## src/rtl/dual_issue_pair_scheduler.sv

```systemverilog
// dual_issue_pair_scheduler: issues fetch pairs together, splitting those with intra-pair hazards into two single issues
module dual_issue_pair_scheduler #(
    parameter int PC_W  = 11,
    parameter int CNT_W = 16
) (
    input  logic             clk,
    input  logic             rst,
    input  logic             in_valid,
    output logic             in_ready,
    input  logic [31:0]      in_instr1,
    input  logic [31:0]      in_instr2,
    input  logic [PC_W-1:0]  in_pc,
    input  logic             stall_in,
    input  logic             flush,
    output logic             out_valid1,
    output logic             out_valid2,
    output logic [31:0]      out_instr1,
    output logic [31:0]      out_instr2,
    output logic [PC_W-1:0]  out_pc1,
    output logic [PC_W-1:0]  out_pc2,
    output logic [CNT_W-1:0] pair_count,
    output logic [CNT_W-1:0] split_count
);
    typedef enum logic {PAIR, HOLD} stateT;
    stateT state;
    logic [31:0] holdInstr;
    logic [PC_W-1:0] holdPc;
    logic [4:0] dest1, dest2;
    logic raw, conflict;

    // Destination register; zero doubles as "no write", which also makes writes to r0 harmless
    function automatic logic [4:0] destOf(input logic [31:0] i);
        logic [5:0] op;
        op = i[31:26];
        return op == 6'h00 ? (i[5:0] == 6'h08 ? 5'd0 : i[15:11]) :
               (op == 6'h2B || op == 6'h04 || op == 6'h05 || op == 6'h02) ? 5'd0 :
               op == 6'h03 ? 5'd31 : i[20:16];
    endfunction

    function automatic logic readsRs(input logic [31:0] i);
        return i[31:26] != 6'h02 && i[31:26] != 6'h03;
    endfunction

    function automatic logic readsRt(input logic [31:0] i);
        logic [5:0] op;
        op = i[31:26];
        return (op == 6'h00 && i[5:0] != 6'h08) || op == 6'h2B || op == 6'h04 || op == 6'h05;
    endfunction

    function automatic logic isMem(input logic [31:0] i);
        return i[31:26] == 6'h23 || i[31:26] == 6'h2B;
    endfunction

    function automatic logic isCtrl(input logic [31:0] i);
        logic [5:0] op;
        op = i[31:26];
        return op == 6'h04 || op == 6'h05 || op == 6'h02 || op == 6'h03 || (op == 6'h00 && i[5:0] == 6'h08);
    endfunction

    assign dest1 = destOf(in_instr1);
    assign dest2 = destOf(in_instr2);
    assign raw = (readsRs(in_instr2) && dest1 == in_instr2[25:21]) || (readsRt(in_instr2) && dest1 == in_instr2[20:16]);
    assign conflict = (dest1 != 5'd0 && (raw || dest1 == dest2)) || (isMem(in_instr1) && isMem(in_instr2)) || isCtrl(in_instr1);
    assign in_ready = state == PAIR && !stall_in && !flush;

    always_ff @(posedge clk) begin
        if (!rst) begin
            state       <= PAIR;
            holdInstr   <= '0;
            holdPc      <= '0;
            out_valid1  <= 1'b0;
            out_valid2  <= 1'b0;
            out_instr1  <= '0;
            out_instr2  <= '0;
            out_pc1     <= '0;
            out_pc2     <= '0;
            pair_count  <= '0;
            split_count <= '0;
        end else if (flush) begin
            state      <= PAIR;
            holdInstr  <= '0;
            holdPc     <= '0;
            out_valid1 <= 1'b0;
            out_valid2 <= 1'b0;
        end else if (!stall_in) begin
            if (state == HOLD) begin
                state      <= PAIR;
                out_valid1 <= 1'b1;
                out_valid2 <= 1'b0;
                out_instr1 <= holdInstr;
                out_instr2 <= '0;
                out_pc1    <= holdPc;
                out_pc2    <= '0;
                holdInstr  <= '0;
                holdPc     <= '0;
            end else if (in_valid) begin
                out_valid1 <= 1'b1;
                out_valid2 <= !conflict;
                out_instr1 <= in_instr1;
                out_instr2 <= conflict ? 32'd0 : in_instr2;
                out_pc1    <= in_pc;
                out_pc2    <= conflict ? '0 : in_pc + 1'b1;
                if (conflict) begin
                    state       <= HOLD;
                    holdInstr   <= in_instr2;
                    holdPc      <= in_pc + 1'b1;
                    split_count <= split_count + CNT_W'(split_count != '1);
                end else begin
                    pair_count <= pair_count + CNT_W'(pair_count != '1);
                end
            end else begin
                out_valid1 <= 1'b0;
                out_valid2 <= 1'b0;
            end
        end
    end
endmodule

```

## config.mk

```make
export PLATFORM = sky130hd
export DESIGN_NAME = dual_issue_pair_scheduler
export DESIGN_NICKNAME = d
export VERILOG_FILES = /design/src/rtl/dual_issue_pair_scheduler.sv
export SDC_FILE = /design/constraint.sdc
export NUM_CORES = 1
export LEC_CHECK = 0
export CAP_MARGIN = 30
export CORE_UTILIZATION = 25
export CTS_CLUSTER_DIAMETER = 60
export CTS_CLUSTER_SIZE = 16
export DETAILED_ROUTE_END_ITERATION = 10
export GPL_TIMING_DRIVEN = 0
export HOLD_SLACK_MARGIN = 0.06
export PLACE_DENSITY_LB_ADDON = 0.05
export SKIP_LAST_GASP = 1
export SLEW_MARGIN = 10
export SYNTH_ARGS = -nofsm -noshare
export SYNTH_HDL_FRONTEND = slang
export SYNTH_SLANG_ARGS = --single-unit
```

## constraint.sdc

```tcl
create_clock -name clk -period 5 [get_ports clk]
set_input_delay 0.75 -clock clk [delete_from_list [all_inputs] [get_ports clk]]
set_output_delay 0.75 -clock clk [all_outputs]
set_load 0.01 [all_outputs]
```

---- Word level (Yosys, flattened, before mapping) ----
Index checks and enable logic that the tools add are counted.
storage, ports and cells
  register bits ........................... 164
  input bits .............................. 80
  output and inout bits ................... 121
  word-level logic and storage cells ...... 113
operators by class
  $add $sub $neg .......................... 3
  equality and inequality tests ........... 22
  multiplexer cells ....................... 31
  bitwise gates (word level) .............. 5
  reduce and logical (&&, ||, !) cells .... 41
operator list
  kind                                                                   count
  32-bit 2-to-1 mux                                                      8
  11-bit 2-to-1 mux                                                      8
  5-bit 2-to-1 mux                                                       8
  16-bit by 1-bit adder with 16-bit output                               2
  16-bit != test, second input constant                                  2
  6-bit by 2-bit equality test with 1-bit output, second input constant  4
  6-bit by 3-bit equality test with 1-bit output, second input constant  4
  6-bit equality test, second input constant                             4
  1-bit logical OR                                                       19
  5-bit equality test                                                    3
  6-bit by 4-bit equality test with 1-bit output, second input constant  2
  6-bit zero test                                                        2
  6-bit by 2-bit != test with 1-bit output, second input constant        2
  11-bit by 1-bit adder with 11-bit output, second input constant        1
  5-bit AND reduction                                                    2
  1-bit logical AND                                                      9
  1-bit 2-to-1 mux                                                       7
  6-bit by 4-bit != test with 1-bit output, second input constant        1
  3-bit AND reduction                                                    2
  1-bit NOT                                                              5
  5-bit nonzero test                                                     1
  2-bit nonzero test                                                     2
  1-bit zero test                                                        3
  2-bit OR reduction                                                     1

---- Depth between registers and ports, before layout ----
  word-level depth ........................ 16
  gate-level depth with buffers ........... 12
  mapped depth without buffers ............ 11

---- Worst setup path before layout ----
Ideal clock, no wire load.
  path kind ............................... input-to-reg
  start ................................... in in_instr2[28]
  end ..................................... reg holdInstr[28]
  library setup time ...................... 0.117 ns
  data arrival time ....................... 3.331 ns
  data required time ...................... 4.883 ns
  path slack .............................. 1.552 ns
  stages on the path ...................... 12
  path buffers ............................ 3
  path through ............................ buf_6 > or4_4 > a2111oi_4 > nand2_1 > a21o_1 > and4_4 > a41o_4 > a21oi_4 > nor3_2 > buf_2 > buf_6 > a22o_2
on the way
  cells in the longest elaborated chain, start to end .. 13
  elaborated cells on any way between the ends .. 35
  classes of those cells .................. eq/ne: 9; mux: 6; reduce/logical: 20
ends and longest elaborated chain
  element                                                         line        text
  start: declaration                                              11          input logic [31:0] in_instr2,
  6-bit equality test, or another cell as far along               36, 47, 51
  1-bit logical OR / 1-bit logical AND (equally long branches)    36, 47
  1-bit logical OR (on tied branches) (2 in series)               36, 47
  5-bit 2-to-1 mux / 1-bit logical OR (equally long branches)     36, 47
  5-bit 2-to-1 mux / 1-bit logical AND (equally long branches)    35, 62
  5-bit equality test / 1-bit logical OR (equally long branches)  63, 62
  1-bit logical OR                                                63          assign conflict = (dest1 != 5'd0 && (raw || dest1 == dest2)) || (isMem(in_instr1) && isMem(in_instr2)) || isCt ...
  1-bit logical AND                                               63
  1-bit logical OR (2 in series)                                  63
  2-bit nonzero test (no source line)                             n/a
  3-bit AND reduction (no source line)                            n/a
  end signal: assignment                                          105         holdInstr <= in_instr2;
  end: declaration                                                26          logic [31:0] holdInstr;
Several ways; a longest one is shown, not always the timed one. The select of a mux whose other input is x is not followed.
A chain may end at the register's enable or synchronous reset.

---- Worst setup path in the final report ----
  start ................................... in in_instr1[30]
  end ..................................... reg holdInstr[31]
on the way
  cells in the longest elaborated chain, start to end .. 15
  elaborated cells on any way between the ends .. 33
  classes of those cells .................. eq/ne: 9; mux: 3; reduce/logical: 21
ends and longest elaborated chain
  element                                                                                       line        text
  start: declaration                                                                            10          input logic [31:0] in_instr1,
  6-bit equality test / 6-bit by 3-bit equality test with 1-bit output (equally long branches)  36, 51, 57
  1-bit logical OR (3 in series)                                                                36          (op == 6'h2B || op == 6'h04 || op == 6'h05 || op == 6'h02) ? 5'd0 :
  5-bit 2-to-1 mux                                                                              36
  5-bit 2-to-1 mux                                                                              35          return op == 6'h00 ? (i[5:0] == 6'h08 ? 5'd0 : i[15:11]) :
  5-bit equality test                                                                           62          assign raw = (readsRs(in_instr2) && dest1 == in_instr2[25:21]) || (readsRt(in_instr2) && dest1 == in_instr2[20 ...
  1-bit logical AND                                                                             62
  1-bit logical OR                                                                              62
  1-bit logical OR                                                                              63
  1-bit logical AND                                                                             63
  1-bit logical OR                                                                              63
  1-bit logical OR *                                                                            63
  2-bit nonzero test (no source line) *                                                         n/a
  3-bit AND reduction (no source line) *                                                        n/a
Every way passes the cells marked *; elsewhere a longest branch is shown, timed or not.

==> impl_metrics.ini <==
[grt]
grt_max_degree = 17
grt_overflow_total = 0
track_usage = 0.182
grt_first_pass_wirelength_um = 41600
grt_pass1_vias = 6706
grt_antenna_before_repair = 0

[power_and_ir_drop]
swShare = 0.275
seqPwrFrac = 0.434
combPwrFrac = 0.129
switchingPower_mw = 0.861
p_int_mw = 2.27
p_total_mw = 3.14
power_frac_clock = 0.436
leakage_nw = 3.41
power_density_mw_per_mm2 = 303
worst_ir_drop_vdd_v = 0.000214

[worst_hold_path]
hp-start = out_pc2[10]
hold_class = reg -> reg

[drt]
ant_nets = 0
drt-vias-per-instance = 4.97
first_iter_violations = 396
drc_errors = 0
vias = 6773
wl_um = 27300
wl_per_cell_um = 20.0
dr.pass1.iters = 4

[logic_synthesis]
syn_inst = 750
syn_area_mm2 = 0.00730
synth-seq-cells = 164
ys_seq_area_frac = 0.450
yosysTopAreaCell = dfxtp_1
synth_cell_type_count = 61
synth_area_leaders = dfxtp_1 (45%), mux2i_1 (7.0%), a32o_1 (5.1%), a22o_1 (4.6%), a211oi_1 (4.3%)
synth-edff-count = 0
avgSynthCellArea_um2 = 9.74
yosys_most_used_dff = dfxtp_1
synth_nets = 835
yosysWarnings = 0
ys_async_sr_fraction = 0
synthTopCellsByCount = dfxtp_1 (164), nor2_1 (74), mux2i_1 (51)
synth.most_common_cell = dfxtp_1
yosysTopAreaCellShare = 0.450

[setup_path]
startpoint_type = input port
worstPathArrival_ns = 4.96
reg2reg_from = state
critical_path_class = in -> reg
crit_required_ns = 5.37
cp-startpoint = in_instr1[30]
critPathCaptureType = register
crit_path_max_fanout = 10

[timing]
setup_violations = 0
period_share = 0.917
skew_ns = 0.0122
fin_crit_ns = 4.59
rsz0062_at_grt = no
tightest_slew_ns = 0.952
fmax_mhz = 218
slew_viol_final = 0
hold_viol_final = 0
finalWorstSetupSlack_ns = 0.414
hold_slack_ns = 0.465
worst_slew_margin_rel = 0.359

[flow_run]
max_cap_viol_count = 0

[cts]
ctsResizeCount = 0
root_buffer = clkbuf_16
cts.path.max_buffers = 2
post_cts_buffers = 0
numCtsBuffers = 17
cts_tree = built
path_clk_slew_ns = 0.06
ctsHoldBuffers = 0
clock_latency_ns = 0.44
htreeDepth = 4
cts.sinks = 164

[die]
rows = 62
dieArea_mm2 = 0.0299
coreArea_mm2 = 0.0287
fp.dieW_um = 173
initial_core_util = 0.254
chipHeight_um = 173
ios = 201

[final_layout]
num-nets-final = 1050
n_antenna_cell = 0
drive_gt1_frac = 0.0685
synthToLayoutAreaGrowth_pct = 41.6
fin_util = 0.360

[status]
status = complete, no violations

[placement]
dp_slack_ns = -0.0734
port_buffers = 196
routabilityCongestion = 0.778
dp_hpwl_um = 20400
==> cells by family (layout without fill, tap and decap cells) <==
logic type,after synthesis,after routing,synth area share
muxes,51,51,0.0699
and+or+nand+nor,224,224,0.158
xor gates and xnor gates,22,22,0.0264
adders and majority gates,5,5,0.00857
buffers and inverters,67,295,0.0408
DFF,164,164,0.450
AOI/OAI and AO/OA,217,217,0.246
==> stage by stage <==
step                setup TNS [ns]  instance area [um2]  cells
finish                           0                10300   1362
global route                     0                10300   1362
CTS                              0                10300   1362
detailed placement          -0.804                 9740   1330
global placement            -0.124                 9740   1330
floorplan                        0                 7300    750
==> worst max-delay path: stages <==
cell,delay (ns)
clkdlybuf4s50_1,0.52
nor4_1,0.86
a31oi_1,0.20
o2bb2ai_1,0.46
xor2_1,0.24
nor4_2,0.08
a32oi_1,0.22
a21oi_1,0.21
nor3_1,0.61
clkbuf_1,0.55
a22o_1,0.24
==> metal layers <==
metal / up-vias / GRT usage / wire, um
met2: 150 / 0.294 / 12600
met3: 20 / 0.0354 / 1110
met1: 3310 / 0.250 / 13300
met4: 0 / 0.0431 / 311
met5: - / 0 / 0
li1: 3293 / - / -
==> cell type report <==
class                           instances  area [um2]
Fill cell                            3009       18400
Multi-Input combinational cell        519        3720
Sequential cell                       164        3280
Timing Repair Buffer                  196        1960
Tap cell                              384         480
Clock buffer                           17         425
Buffer                                 57         260
Clock inverter                         15         168
Inverter                               10        37.5
==> layout by cell type, fill, tap and decap left out, types with 11 or more instances in the layout <==
master,netlist,routed
nor2_1,74,74
nand2b_1,12,12
a32o_1,37,37
a22o_1,38,38
xor2_1,12,12
a21oi_1,24,24
o31ai_1,11,11
nand2_1,40,40
nand4_1,11,11
a211oi_1,42,42
clkdlybuf4s50_1,0,196
nand3_1,22,22
mux2i_1,51,51
clkbuf_1,38,38
o21ai_0,12,12
dfxtp_1,164,164
clkbuf_16,0,17
==> flip-flops by register name, indices dropped and copies added, names as in the netlist <==
register and cells:
state 1, holdPc 11, out_valid1 1, out_valid2 1, pair_count 16, holdInstr 32
out_instr1 32, out_pc2 11, out_instr2 32, split_count 16, out_pc1 11
==> power groups by stage <==
stage          clock network (mW)  logic [mW]  registers [mW]
2_1_floorplan                   0       0.171            1.40
3_3_place_gp                    0       0.412            1.39
3_5_place_dp                    0       0.411            1.39
4_1_cts                      1.41       0.412            1.36
5_1_grt                      1.45       0.439            1.37
6_report                     1.37       0.406            1.36
==> worst paths after layout <==
| check | to | slack (ns) | cells past startpoint |
|---|---|---|---|
| worst max-delay path | holdInstr[31] | 0.41 | 11 |
| worst min-delay path | out_pc2[10] | 0.46 | 2 |
| worst max register to register | out_instr1[21] | 2.16 | 6 |
| worst min register to register | out_pc2[10] | 0.46 | 2 |
Note: power is estimated with default switching activity, not from simulation.
==> RTL edit 1: new RTL, same settings <==
Set the parameter `PC_W` to 22 (it was 11).
--- a/src/rtl/dual_issue_pair_scheduler.sv
+++ b/src/rtl/dual_issue_pair_scheduler.sv
@@ -1,5 +1,5 @@
 // dual_issue_pair_scheduler: issues fetch pairs together, splitting those with intra-pair hazards into two single issues
 module dual_issue_pair_scheduler #(
-    parameter int PC_W  = 11,
+    parameter int PC_W  = 22,
     parameter int CNT_W = 16
 ) (
Interface: changed (resized in_pc, out_pc1 and out_pc2); port bits go from 201 to 234. No check against the original RTL was run, so the function may have changed too.
==> RTL edit 1 against the original RTL <==
Worst setup slack worse by 0.016 ns. Wire length up 17%. Die area rose by 19%. Combinational power increased by 17%. Area after synthesis rose by 19%. Hold slack got worse by 0.011 ns. Total power grew 15%. Global-route usage decreased by 0.28 points. Design area increased by 18%. Sequential cell count is 33 higher. Clock power is 8% higher. Register-to-register slack got worse by 0.41 ns. Synthesized cell count increased by 23%. Sequential share of layout area up 0.62 points.
==> RTL edit 1: results (changes against the original RTL) <==
- DR WL met3: 1.31 mm (was 1.11 mm)
- Pleak: 4.21 nW (was 3.41 nW)
- 1st-iter DRT viols: 343 (was 396)
- Non-clock inverter count in the final layout: 12 (was 10)
- Final clock-cell share: 5.09% (was 5.74%)
- Place WS: -0.104 ns (was -0.0734 ns)
- Yosys cell types: 53 (was 61)
- Mux cell area share after synthesis: 8.19% (was 6.99%)
- Multi-input gate area: 4400 um2 (was 3720 um2)
- VDD IR max: 0.000247 V (was 0.000214 V)
- Fillers: 3532 (was 3009)
- Router iterations before antenna repair: 5 (was 4)
- Initial antenna violation count: 1 (was 0)
- Met2 WL: 14.3 mm (was 12.6 mm)
- Share of layout cells above drive strength 1: 5.23% (was 6.85%)
- Layout Skew: 0.00697 ns (was 0.0122 ns)
- Met1 WL: 15.9 mm (was 13.3 mm)
- Nets@finish: 1269 (was 1050)
- Relative slew slack: 35.0% (was 35.9%)
- First-pass GRT wire length: 48.1 mm (was 41.6 mm)
- Outcome: completed (unchanged)
- Worst EP arrival: 4.99 ns (was 4.96 ns)
- Post-Route WL: 31.9 mm (was 27.3 mm)
- Multi-Input Combinational: 642 (was 519)
- Synthesized Nets: 1018 (was 835)
- Non-clock buffer share: 21.4% (was 21.5%)
- Pint: 2.66 mW (was 2.27 mW)
- Sequential cell area share: 32.4% (was 31.8%)
-- RTL edit 1: cell count changes in the layout (fill, tap and decap cells not counted), sizes merged, moves of 8 or more --
cell           before  now
a22o               39   80
clkdlybuf4s50     196  231
a32o               38    4
dfxtp             164  197
clkbuf             55   78
mux2i              51   71
nor2               74   91
a21oi              25   38
nand2              41   52
a211oi             44   54
or2                 2   12
or4                11   19
-- RTL edit 1: worst max-delay path, stage by stage --
cell and delay [ns]:
clkdlybuf4s50_1 0.45, or4b_1 0.66, o211a_1 0.32, a32oi_1 0.58, xnor2_1 0.19, nor4_1 0.07
a22o_1 0.32, a21oi_2 0.44, and2_1 0.28, buf_2 0.32, buf_1 0.41, a22o_1 0.20
-- RTL edit 1: worst max path at each step --
stage	startpoint	cells past startpoint	endpoint	slack, ns
global placement	in_instr1[2]	11	holdPc[2]	-0.49
CTS	in_instr1[2]	12	out_instr2[17]	0.36
global route	in_instr1[28]	13	out_instr2[17]	0.05
finish	in_instr1[2]	12	out_instr2[17]	0.40
detailed placement	in_instr1[2]	12	out_instr2[17]	-0.10
floorplan	in_instr2[28]	12	out_instr2[30]	1.10
-- RTL edit 1: logic make-up after synthesis --
logic type | count (synthesis)
and+or+nand+nor | 293
AOI/OAI and AO/OA | 243
DFF | 197
buffers and inverters | 83
muxes | 71
xor gates and xnor gates | 30
adders and majority gates | 5
-- RTL edit 1: stage by stage --
step / power [mW] / std cells / area (um2) / hold slack, ns
after floorplan: 1.88 / 922 / 8680 / 0.438
after global placement: 2.16 / 1601 / 11600 / 0.448
after detailed placement: 2.16 / 1602 / 11600 / 0.448
after CTS: 3.65 / 1634 / 12200 / 0.458
after global routing: 3.74 / 1634 / 12200 / 0.473
final: 3.59 / 1634 / 12200 / 0.454
==> RTL edit 2: new RTL, config.mk and constraints unchanged <==
Without the edit above. Register the output `split_count` once more, with the module's reset; this adds one clock of latency there. The other outputs are not delayed to match.
--- a/src/rtl/dual_issue_pair_scheduler.sv
+++ b/src/rtl/dual_issue_pair_scheduler.sv
@@ -23,4 +23,6 @@
 );
     typedef enum logic {PAIR, HOLD} stateT;
+
+    logic [CNT_W-1:0] split_count_s0;
     stateT state;
     logic [31:0] holdInstr;
@@ -76,5 +78,5 @@
             out_pc2     <= '0;
             pair_count  <= '0;
-            split_count <= '0;
+            split_count_s0 <= '0;
         end else if (flush) begin
             state      <= PAIR;
@@ -105,5 +107,5 @@
                     holdInstr   <= in_instr2;
                     holdPc      <= in_pc + 1'b1;
-                    split_count <= split_count + CNT_W'(split_count != '1);
+                    split_count_s0 <= split_count_s0 + CNT_W'(split_count_s0 != '1);
                 end else begin
                     pair_count <= pair_count + CNT_W'(pair_count != '1);
@@ -115,4 +117,12 @@
         end
     end
+    always_ff @(posedge clk) begin
+        if (!rst) begin
+            split_count <= '0;
+        end else begin
+            split_count <= split_count_s0;
+        end
+    end
+
 endmodule
 
Function: changed (a bounded check fails within 4 cycles, from zero or initial values and one cycle with rst low).
==> RTL edit 2 against the original RTL <==
Total power grew 5.7%. Wire length shrank 0.80%. Sequential cell count rose by 16. Design area is 3.1% higher. Sequential power grew 9.6%. Via count shrank 0.96%. Worst setup slack worse by 0.035 ns. Area after synthesis is 3.5% higher. Largest cell class unchanged.
==> RTL edit 2: results (changes against the original RTL) <==
- Outcome: completed (unchanged)
- PostCTS Resize Cnt: 0 (unchanged)
- Cells after Synth: 770 (was 750)
- Top cells by area, synth: dfxtp_1 48%, mux2i_1 6.2%, a32o_1 5.4% (was dfxtp_1 45%, mux2i_1 7.0%, a32o_1 5.1%)
- Initial antenna violation count: 1 (was 0)
- Clock buffer count from CTS: 17 (unchanged)
- Setup Fix Bufs, Post-CTS: 0 (unchanged)
- Largest net degree at the start of global routing: 19 (was 17)
- WL/cell: 19.4 um (was 20.0 um)
- Main synth FF type: dfxtp_1 (unchanged)
- Vias per cell: 4.82 (was 4.97)
- Relative slew slack: 33.7% (was 35.9%)
- Placed cell areas: 10000 um2 (was 9740 um2)
- Yosys cell types: 52 (was 61)
- Synthesized Nets: 855 (was 835)
- Hold crit path type: register to register (unchanged)
- Crit-path slowest cell: nor4_1 (unchanged)
- Top flop regs: holdInstr: 32 flops, out_instr1: 32 flops, out_instr2: 32 flops (unchanged)
- Share of layout cells above drive strength 1: 7.68% (was 6.85%)
- Root buf cell: clkbuf_16 (unchanged)
- Clock buffer depth: 2 (unchanged)
- VDD IR max: 0.000202 V (was 0.000214 V)
- Final GP Congestion: 0.740 (was 0.778)
- Worst EP arrival: 4.95 ns (was 4.96 ns)
- 1st-iter DRT viols: 424 (was 396)
- Router iterations before antenna repair: 5 (was 4)
- Top cells by count, synth: 180 x dfxtp_1, 86 x nor2_1, 47 x mux2i_1, 43 x a211oi_1 (was 164 x dfxtp_1, 74 x nor2_1, 51 x mux2i_1, 42 x a211oi_1, 40 x nand2_1)
- Worst skew pair latency: 0.44 ns (about the same)
- GRT Overall Usage: 17.7% (was 18.2%)
- First-pass GRT wire length: 41.2 mm (was 41.6 mm)
- PortBufs: 196 (unchanged)
- # diodes: 0 (unchanged)
- Clk slew on worst S/H paths: 0.07 ns
- Synth warn: 0 (unchanged)
- Layout Skew: 0.0139 ns (was 0.0122 ns)
- Pleak: 3.67 nW (was 3.41 nW)
- Fillers: 3044 (was 3009)
- Number of global-route vias before repair: 6776 (was 6706)
- Post-synth ARST share: 0% (unchanged)
- Post-synthesis sequential area ratio: 47.7% (was 45.0%)
- Post-Route WL: 27.1 mm (was 27.3 mm)
- # H-tree levels: 4 (unchanged)
- CP max stage delay: 0.79 ns (was 0.86 ns)
- Nets@finish: 1074 (was 1050)
- Placed cells: 1357 (was 1330)
- HPWL after DPL: 20.2 mm (was 20.4 mm)
- Critical path peak fanout: 10 (unchanged)
[RTL edit 2: cell count changes after synthesis, sizes merged, moves of 7 or more]
cell    delta
nand4b     -7
nor2      +12
mux2      +13
or4        +7
dfxtp     +16
and2      +13
nand2b     -9
[RTL edit 2: power breakdown]
part | internal [mW] | leakage (nW) | total (mW) | switching, mW
Clock | 0.779 | 0.303 | 1.45 | 0.675
Combinational | 0.173 | 1.91 | 0.371 | 0.198
Sequential | 1.47 | 1.46 | 1.49 | 0.0216
[RTL edit 2: area by class of cell]
cell class,count,area share (%)
multi-input combinational,520,34.2
timing repair buffer,200,18.7
clock inverter,14,1.68
sequential,180,33.8
buffer,56,2.41
clock buffer,18,4.12
tap,390,4.58
inverter,14,0.493
[RTL edit 2: critical path: cells and delay by family]
family                 cells  cell delay (ns)
AOI/OAI and AO/OA          6             1.51
buffers and inverters      2             0.83
and+or+nand+nor            3             1.86
[RTL edit 2: worst paths after layout]
check | startpoint | to | slack, ns | cells past startpoint
max | in_instr1[31] | holdPc[4] | 0.38 | 11
min | out_instr2[28] | out_instr2[28] | 0.46 | 2
max reg2reg | split_count_s0[2] | split_count_s0[15] | 1.81 | 10
min reg2reg | out_instr2[28] | out_instr2[28] | 0.46 | 2
[RTL edit 2: logic make-up (layout without fill, tap and decap cells)]
| family | after synthesis | in the layout | share of synthesized area [%] |
|---|---|---|---|
| AO/OA/AOI/OAI | 197 | 197 | 21.0 |
| XOR/XNOR | 22 | 22 | 2.55 |
| adder cells (fa/ha/maj) | 5 | 5 | 0.827 |
| buffers and inverters | 70 | 302 | 4.09 |
| flip-flops | 180 | 180 | 47.7 |
| multiplexers | 60 | 60 | 8.16 |
| AND/OR/NAND/NOR | 236 | 236 | 15.7 |
[RTL edit 2: layer usage]
layer  track usage (%)  part of all wire (%)  vias up
met1              23.4                    47     3202
met5                 0                 0.041        -
met3              4.29                   5.1       21
met4              4.31                   1.0        2
li1                  -                     -     3316
met2              28.9                    47      167
[RTL edit 2: metrics by stage]
step           util (%)  TNS (ns)  power (mW)  setup slack, ns  hold WS (ns)
5_1_grt            35.9         0        3.44            0.182         0.499
2_1_floorplan         -         0        1.68             1.21         0.442
3_5_place_dp       33.7     -5.98        1.90           -0.171         0.450
3_3_place_gp       33.7     -5.80        1.90           -0.180         0.439
4_1_cts            35.8         0        3.36            0.275         0.466
6_report           35.9         0        3.31            0.380         0.464
